## config.mk

```make
export PLATFORM = sky130hd
export DESIGN_NAME = vga_frame_monitor
export DESIGN_NICKNAME = d
export VERILOG_FILES = /design/src/rtl/vga_mon_pkg.sv /design/src/rtl/vga_crc16_step.sv /design/src/rtl/vga_frame_monitor.sv
export SDC_FILE = /design/constraint.sdc
export NUM_CORES = 1
export LEC_CHECK = 0
export CAP_MARGIN = 40
export CORE_UTILIZATION = 55
export CTS_CLUSTER_DIAMETER = 80
export DETAILED_ROUTE_END_ITERATION = 12
export PLACE_DENSITY = 0.88
export SYNTH_ARGS = -nofsm -noshare
export SYNTH_HDL_FRONTEND = slang
export SYNTH_SLANG_ARGS = --single-unit
```

## constraint.sdc

```tcl
create_clock -name clk -period 3.8 [get_ports clk]
set_input_delay 1.14 -clock clk [delete_from_list [all_inputs] [get_ports clk]]
set_output_delay 1.14 -clock clk [all_outputs]
set_load 0.02 [all_outputs]
```

## src/rtl/vga_mon_pkg.sv

```systemverilog
// Shared definitions for the VGA frame monitor: TinyVGA pin map,
// CRC-16-CCITT constants and the lock state machine encoding.
package vga_mon_pkg;

  // TinyVGA PMOD bit positions inside the 8-bit vga_in bus
  localparam int PIN_R1    = 0;
  localparam int PIN_G1    = 1;
  localparam int PIN_B1    = 2;
  localparam int PIN_VSYNC = 3;
  localparam int PIN_R0    = 4;
  localparam int PIN_G0    = 5;
  localparam int PIN_B0    = 6;
  localparam int PIN_HSYNC = 7;

  // Every colour pin; any of these set outside the visible area is a blanking fault
  localparam logic [7:0] COLOUR_MASK = 8'b0111_0111;

  // CRC-16-CCITT, non-reflected, no final XOR
  localparam logic [15:0] CRC_POLY = 16'h1021;
  localparam logic [15:0] CRC_INIT = 16'hFFFF;

  // SEEK: waiting for a vsync edge to align on; LOCK: timing is being checked
  typedef enum logic [0:0] {
    ST_SEEK = 1'b0,
    ST_LOCK = 1'b1
  } mon_state_e;

  // Gather the six colour pins into the CRC bit order {R1,R0,G1,G0,B1,B0}
  function automatic logic [5:0] pixel_bits(input logic [7:0] v);
    return {v[PIN_R1], v[PIN_R0], v[PIN_G1], v[PIN_G0], v[PIN_B1], v[PIN_B0]};
  endfunction

endpackage

```

## src/rtl/vga_crc16_step.sv

```systemverilog
// One pixel's worth of CRC-16-CCITT: folds six bits into the running CRC,
// most significant pixel bit first. Purely combinational.
module vga_crc16_step
  import vga_mon_pkg::*;
(
  input  logic [15:0] crc_in,
  input  logic [5:0]  pixel,
  output logic [15:0] crc_out
);

  logic [15:0] work;

  // Bit-serial LFSR unrolled over the six pixel bits
  always_comb begin
    work = crc_in;
    for (int i = 5; i >= 0; i--) begin
      if (work[15] ^ pixel[i]) begin
        work = {work[14:0], 1'b0} ^ CRC_POLY;
      end else begin
        work = {work[14:0], 1'b0};
      end
    end
    crc_out = work;
  end

endmodule

```

## src/rtl/vga_frame_monitor.sv

```systemverilog
// Passive VGA timing checker and frame signature generator.
// Registers the TinyVGA bus, rebuilds the raster position from the sync
// edges, checks line/frame periods, hsync width and blanking, and reports a
// CRC plus pixel count for each frame that was observed cleanly under lock.
// frame_valid is a one-cycle strobe with no back-pressure: frame_crc,
// pixel_count and frame_count are updated on the same edge that raises it
// and hold until the next strobe.
module vga_frame_monitor
  import vga_mon_pkg::*;
#(
  parameter int   H_ACTIVE = 640,
  parameter int   H_FP     = 16,
  parameter int   H_SYNC   = 96,
  parameter int   H_BP     = 48,
  parameter int   V_ACTIVE = 480,
  parameter int   V_FP     = 10,
  parameter int   V_SYNC   = 2,
  parameter int   V_BP     = 33,
  parameter logic SYNC_POL = 1'b0,
  parameter int   CNT_W    = 16
) (
  input  logic             clk,
  input  logic             rst_n,
  input  logic [7:0]       vga_in,
  input  logic             err_clr,
  output logic             locked,
  output logic             frame_valid,
  output logic [15:0]      frame_crc,
  output logic [CNT_W-1:0] pixel_count,
  output logic [CNT_W-1:0] frame_count,
  output logic             err_hperiod,
  output logic             err_hwidth,
  output logic             err_vperiod,
  output logic             err_blank
);

  localparam int H_TOTAL = H_ACTIVE + H_FP + H_SYNC + H_BP;
  localparam int V_TOTAL = V_ACTIVE + V_FP + V_SYNC + V_BP;
  localparam int HC_W    = $clog2(H_TOTAL + 1);
  localparam int VC_W    = $clog2(V_TOTAL + 1);

  localparam logic [HC_W-1:0] H_MAX     = HC_W'(H_TOTAL);
  localparam logic [HC_W-1:0] H_LAST    = HC_W'(H_TOTAL - 1);
  localparam logic [HC_W-1:0] H_ACT_LO  = HC_W'(H_SYNC + H_BP);
  localparam logic [HC_W-1:0] H_ACT_HI  = HC_W'(H_SYNC + H_BP + H_ACTIVE);
  localparam logic [HC_W-1:0] HSYNC_LEN = HC_W'(H_SYNC);
  localparam logic [VC_W-1:0] V_MAX     = VC_W'(V_TOTAL);
  localparam logic [VC_W-1:0] V_LAST    = VC_W'(V_TOTAL - 1);
  localparam logic [VC_W-1:0] V_ACT_LO  = VC_W'(V_SYNC + V_BP);
  localparam logic [VC_W-1:0] V_ACT_HI  = VC_W'(V_SYNC + V_BP + V_ACTIVE);

  // Bus value with both syncs inactive and all colours dark; used as the
  // reset image of the input register so the first real sync pulse after
  // reset is seen as a leading edge.
  localparam logic [7:0] VGA_IDLE = {~SYNC_POL, 3'b000, ~SYNC_POL, 3'b000};

  // ---------------------------------------------------------------------
  // Input capture and sync edge detection
  // ---------------------------------------------------------------------
  logic [7:0] vga_q;
  logic       hs_now, vs_now;
  logic       hs_prev, vs_prev;
  logic       hs_lead, hs_trail, vs_lead;

  assign hs_now   = (vga_q[PIN_HSYNC] == SYNC_POL);
  assign vs_now   = (vga_q[PIN_VSYNC] == SYNC_POL);
  assign hs_lead  = hs_now & ~hs_prev;
  assign hs_trail = ~hs_now & hs_prev;
  assign vs_lead  = vs_now & ~vs_prev;

  // Single register stage on the pins, plus the previous sync levels
  always_ff @(posedge clk or negedge rst_n) begin
    if (!rst_n) begin
      vga_q   <= VGA_IDLE;
      hs_prev <= 1'b0;
      vs_prev <= 1'b0;
    end else begin
      vga_q   <= vga_in;
      hs_prev <= hs_now;
      vs_prev <= vs_now;
    end
  end

  // ---------------------------------------------------------------------
  // Raster position. hcnt/vcnt/hrun describe the sample currently in
  // vga_q; the *_q registers hold the value for the previous sample, which
  // is what the period and width checks compare against.
  // ---------------------------------------------------------------------
  logic [HC_W-1:0] hcnt, hcnt_q;
  logic [HC_W-1:0] hrun, hrun_q;
  logic [VC_W-1:0] vcnt, vcnt_q;
  logic            active;

  // Next position: restart on sync edges, otherwise count and saturate
  always_comb begin
    hcnt = hcnt_q;
    if (hs_lead) begin
      hcnt = '0;
    end else if (hcnt_q != H_MAX) begin
      hcnt = hcnt_q + 1'b1;
    end

    vcnt = vcnt_q;
    if (vs_lead) begin
      vcnt = '0;
    end else if (hs_lead && (vcnt_q != V_MAX)) begin
      vcnt = vcnt_q + 1'b1;
    end

    hrun = hrun_q;
    if (hs_lead) begin
      hrun = HC_W'(1);
    end else if (hs_now && (hrun_q != H_MAX)) begin
      hrun = hrun_q + 1'b1;
    end
  end

  assign active = (hcnt >= H_ACT_LO) && (hcnt < H_ACT_HI) &&
                  (vcnt >= V_ACT_LO) && (vcnt < V_ACT_HI);

  // Position registers
  always_ff @(posedge clk or negedge rst_n) begin
    if (!rst_n) begin
      hcnt_q <= '0;
      vcnt_q <= '0;
      hrun_q <= '0;
    end else begin
      hcnt_q <= hcnt;
      vcnt_q <= vcnt;
      hrun_q <= hrun;
    end
  end

  // ---------------------------------------------------------------------
  // Lock state machine and error detection
  // ---------------------------------------------------------------------
  mon_state_e state_q, state_d;
  logic       in_lock;
  logic       new_hperiod, new_hwidth, new_vperiod, new_blank;
  logic       any_new_err;
  logic       report;

  assign in_lock = (state_q == ST_LOCK);

  // Checks only run once aligned; the lock edge itself is never checked
  always_comb begin
    new_hperiod = in_lock && hs_lead && (hcnt_q != H_LAST);
    new_hwidth  = in_lock && hs_trail && (hrun_q != HSYNC_LEN);
    new_vperiod = in_lock && vs_lead && (vcnt_q != V_LAST);
    new_blank   = in_lock && !active && ((vga_q & COLOUR_MASK) != 8'h00);
    any_new_err = new_hperiod | new_hwidth | new_vperiod | new_blank;
    // Any error drops lock immediately, so reaching a vsync edge still in
    // LOCK means the whole frame since the previous edge was clean.
    report      = in_lock && vs_lead && !any_new_err;
  end

  // Next-state: lock on a vsync edge, fall back to SEEK on any new error
  always_comb begin
    state_d = state_q;
    case (state_q)
      ST_SEEK: if (vs_lead)     state_d = ST_LOCK;
      ST_LOCK: if (any_new_err) state_d = ST_SEEK;
      default:                  state_d = ST_SEEK;
    endcase
  end

  // State register
  always_ff @(posedge clk or negedge rst_n) begin
    if (!rst_n) begin
      state_q <= ST_SEEK;
    end else begin
      state_q <= state_d;
    end
  end

  assign locked = in_lock;

  // Sticky flags: a fresh error beats a simultaneous clear
  always_ff @(posedge clk or negedge rst_n) begin
    if (!rst_n) begin
      err_hperiod <= 1'b0;
      err_hwidth  <= 1'b0;
      err_vperiod <= 1'b0;
      err_blank   <= 1'b0;
    end else begin
      err_hperiod <= new_hperiod | (err_hperiod & ~err_clr);
      err_hwidth  <= new_hwidth  | (err_hwidth  & ~err_clr);
      err_vperiod <= new_vperiod | (err_vperiod & ~err_clr);
      err_blank   <= new_blank   | (err_blank   & ~err_clr);
    end
  end

  // ---------------------------------------------------------------------
  // Frame signature
  // ---------------------------------------------------------------------
  logic [15:0]      crc_q, crc_next;
  logic [CNT_W-1:0] pix_acc_q;

  vga_crc16_step u_crc_step (
    .crc_in  (crc_q),
    .pixel   (pixel_bits(vga_q)),
    .crc_out (crc_next)
  );

  // Running CRC and pixel tally, restarted at every vsync edge
  always_ff @(posedge clk or negedge rst_n) begin
    if (!rst_n) begin
      crc_q     <= CRC_INIT;
      pix_acc_q <= '0;
    end else if (vs_lead) begin
      crc_q     <= CRC_INIT;
      pix_acc_q <= '0;
    end else if (active) begin
      crc_q     <= crc_next;
      pix_acc_q <= pix_acc_q + 1'b1;
    end
  end

  // Publish the finished frame on a clean vsync edge under lock
  always_ff @(posedge clk or negedge rst_n) begin
    if (!rst_n) begin
      frame_valid <= 1'b0;
      frame_crc   <= '0;
      pixel_count <= '0;
      frame_count <= '0;
    end else begin
      frame_valid <= report;
      if (report) begin
        frame_crc   <= crc_q;
        pixel_count <= pix_acc_q;
        frame_count <= frame_count + 1'b1;
      end
    end
  end

endmodule

```

==> reports/results.tsv <==
metric	value	unit
synth_top_family_by_area	simple AND/OR/NAND/NOR gates	
via_per_inst	5.95	
ys_seq_elements	126	
max_freq	0.300	GHz
die_h	107	um
clock_skew	11.6	ps
synth.top_cell.area_share	44.5	%
cts-root-buf	clkbuf_8	
cp-start-kind	flop	
cts_resized	0	
power_density	445	mW/mm^2
cts.htree.levels	4	
synth_area	0.00608	mm^2
drtPass1Iterations	5	
maxSlewHeadroom	44.2	%
start_util	56.3	%
design_area	0.00734	mm^2
grt_antenna_before_repair	0	
ant_nets	0	
finalNetCount	635	
arrival	3770	ps
core-area	0.0108	mm^2
synthCells	550	
num_rows	38	
ctsHoldBuffers	0	
ys_async_sr_fraction	100	%
drive_gt1_share	16.2	%
status	finished clean	
maxCapViolations	0	
setup-tns-final	0	ps
wirelength	13.3	mm
peakVddDrop	0.278	mV
ys_dominant_reg_cell	dfrtp_1	
synth.area.top_cells	dfrtp_1 44%, dfstp_2 7.8%, mux2_2 6.1%	
grtUsageTotal	25.4	%
synthXorXnorAreaFrac	7.93	%
yosys.area_share.simple	15.0	%
cp_max_fo	12	
gp_congestion	0.865	
synth.yosys.seq_area_share	52.3	%
critPathKind	flop to flop	
required	4240	ps
synthDistinctLibCells	67	
synth_fa_ha_area_share	1.85	%
cts_tree	yes	
rsz0062_at_grt	false	
avgSynthCellArea	11.0	um^2
dieArea	0.0115	mm^2
synth_edf_count	0	
slew_viol_final	0	
crit_path_end_kind	flop	
postCtsSetupRepairBufs	0	
grt_max_degree	66	
timing.final.crit_share	87.8	%
layout_min_cycle_time	3340	ps
grt.overflow.total	0	
portBuffers	64	
synth_top_cell_by_area	dfrtp_1	
die_x	107	um
grt_pass1_vias	4524	
cts_buffers	17	
grt_pass1_wl	22.5	mm
area_growth	20.8	%
min_path_type	flop to flop	
num_vias	4572	
clock-sinks	126	
post-dp-hpwl	9.03	mm
drc_errors	0	
clockBufferDepth	2	
hold_violations	0	
synth_mux_area_share	7.29	%
synth_compound_area_share	12.3	%
place_area	0.00682	mm^2
ios	65	
clk_pin_slew	60	ps
wl_per_cell	17.4	um
synth_warnings	0	
drtIter0Drc	292	
nFillCells	722	
max_slew.worst_pin.slew	834	ps
synthesis.nets	570	
finalSetupViolCount	0	
num_antenna_cells	0	
p_leak	3.26	nW
clk_latency	530	ps
power breakdown:
| part | switching, mW | internal [mW] | leakage [nW] |
|---|---|---|---|
| sequential | 0.0797 | 1.42 | 1.66 |
| combinational | 0.197 | 0.166 | 1.35 |
| clock | 0.572 | 0.833 | 0.244 |
path summary, 6_finish.rpt:
| path | from | endpoint | slack (ps) | depth (start not counted) |
|---|---|---|---|---|
| max in group asynchronous | rst_n | crc_q[11] | 2210 | 2 |
| min in group asynchronous | rst_n | frame_crc[15] | 700 | 1 |
| worst min-delay path | vga_q[3] | vs_prev | 440 | 1 |
| worst max-delay path | hs_prev | pix_acc_q[13] | 460 | 8 |
| worst max register to register | hs_prev | pix_acc_q[13] | 460 | 8 |
| worst min register to register | vga_q[3] | vs_prev | 440 | 1 |
per-layer routing:
layer  routed length [um]  vias up  global-route usage [%]
li1                     -     2097                       -
met5                    0        -                       0
met1                 5660     2299                    34.2
met4                  259        0                    11.9
met3                  679       25                    4.62
met2                 6730      151                    40.0
through the flow:
step	std cells	worst slack, ps	util, %	power, mW	hold slack [ps]
after global placement	736	715	63.2	1.86	427
final	768	464	68.0	3.26	440
after detailed placement	736	534	63.2	1.88	430
after floorplan	550	805	-	1.71	419
after global routing	768	260	68.0	3.41	455
after CTS	768	515	68.0	3.28	443
cell usage in the layout (no fill, tap or decap), types with 13 or more instances in the layout:
cell type / Yosys / final
a21oi_1: 22 / 22
clkbuf_16: 0 / 16
clkdlybuf4s50_1: 0 / 63
dfrtp_1: 108 / 108
dfstp_2: 18 / 18
inv_1: 16 / 16
mux2_2: 33 / 33
nand2_1: 50 / 50
nand3_1: 18 / 18
nand4_1: 13 / 13
nor2_1: 39 / 39
o211ai_1: 18 / 18
o21ai_0: 14 / 14
or3_1: 14 / 14
xnor2_1: 19 / 19
xor2_1: 36 / 36
cell usage after synthesis (16+ instances only):
cell / number
o211ai_1: 18
dfstp_2: 18
nand2_1: 50
xor2_1: 36
a21oi_1: 22
xnor2_1: 19
nor2_1: 39
dfrtp_1: 108
nand3_1: 18
mux2_2: 33
inv_1: 16
logic make-up after synthesis:
| logic type | after synthesis |
|---|---|
| simple gates | 178 |
| fa+ha+maj | 9 |
| mux | 40 |
| compound gates | 99 |
| buf+inv | 43 |
| flops | 126 |
| xor+xnor | 55 |
flip-flops by register name, indices dropped and copies added (netlist names):
name,count
crc_q,16
err_blank,1
err_hperiod,1
err_hwidth,1
err_vperiod,1
frame_count,16
frame_crc,16
frame_valid,1
hcnt_q,10
hrun_q,10
hs_prev,1
locked,1
pix_acc_q,16
pixel_count,16
vcnt_q,10
vga_q,8
vs_prev,1
area by class of cell:
cell class                 instances  area (um^2)  area share (%)
multi-input combinational        381         2690            36.7
clock buffer                      23          457            6.22
inverter                          16         60.1           0.818
timing repair buffer              73          718            9.79
sequential                       126         3180            43.3
tap                              140          175            2.39
clock inverter                     9         62.6           0.852
worst max-delay path, cell delays in order (launching register included):
cell	delay (ps)
dfrtp_1	460
nand4bb_1	360
nor4_1	550
mux2i_1	410
nand2b_1	170
o22ai_2	120
o211ai_1	710
o21ai_0	230
a21oi_1	210
(Power assumes the default switching activity.)
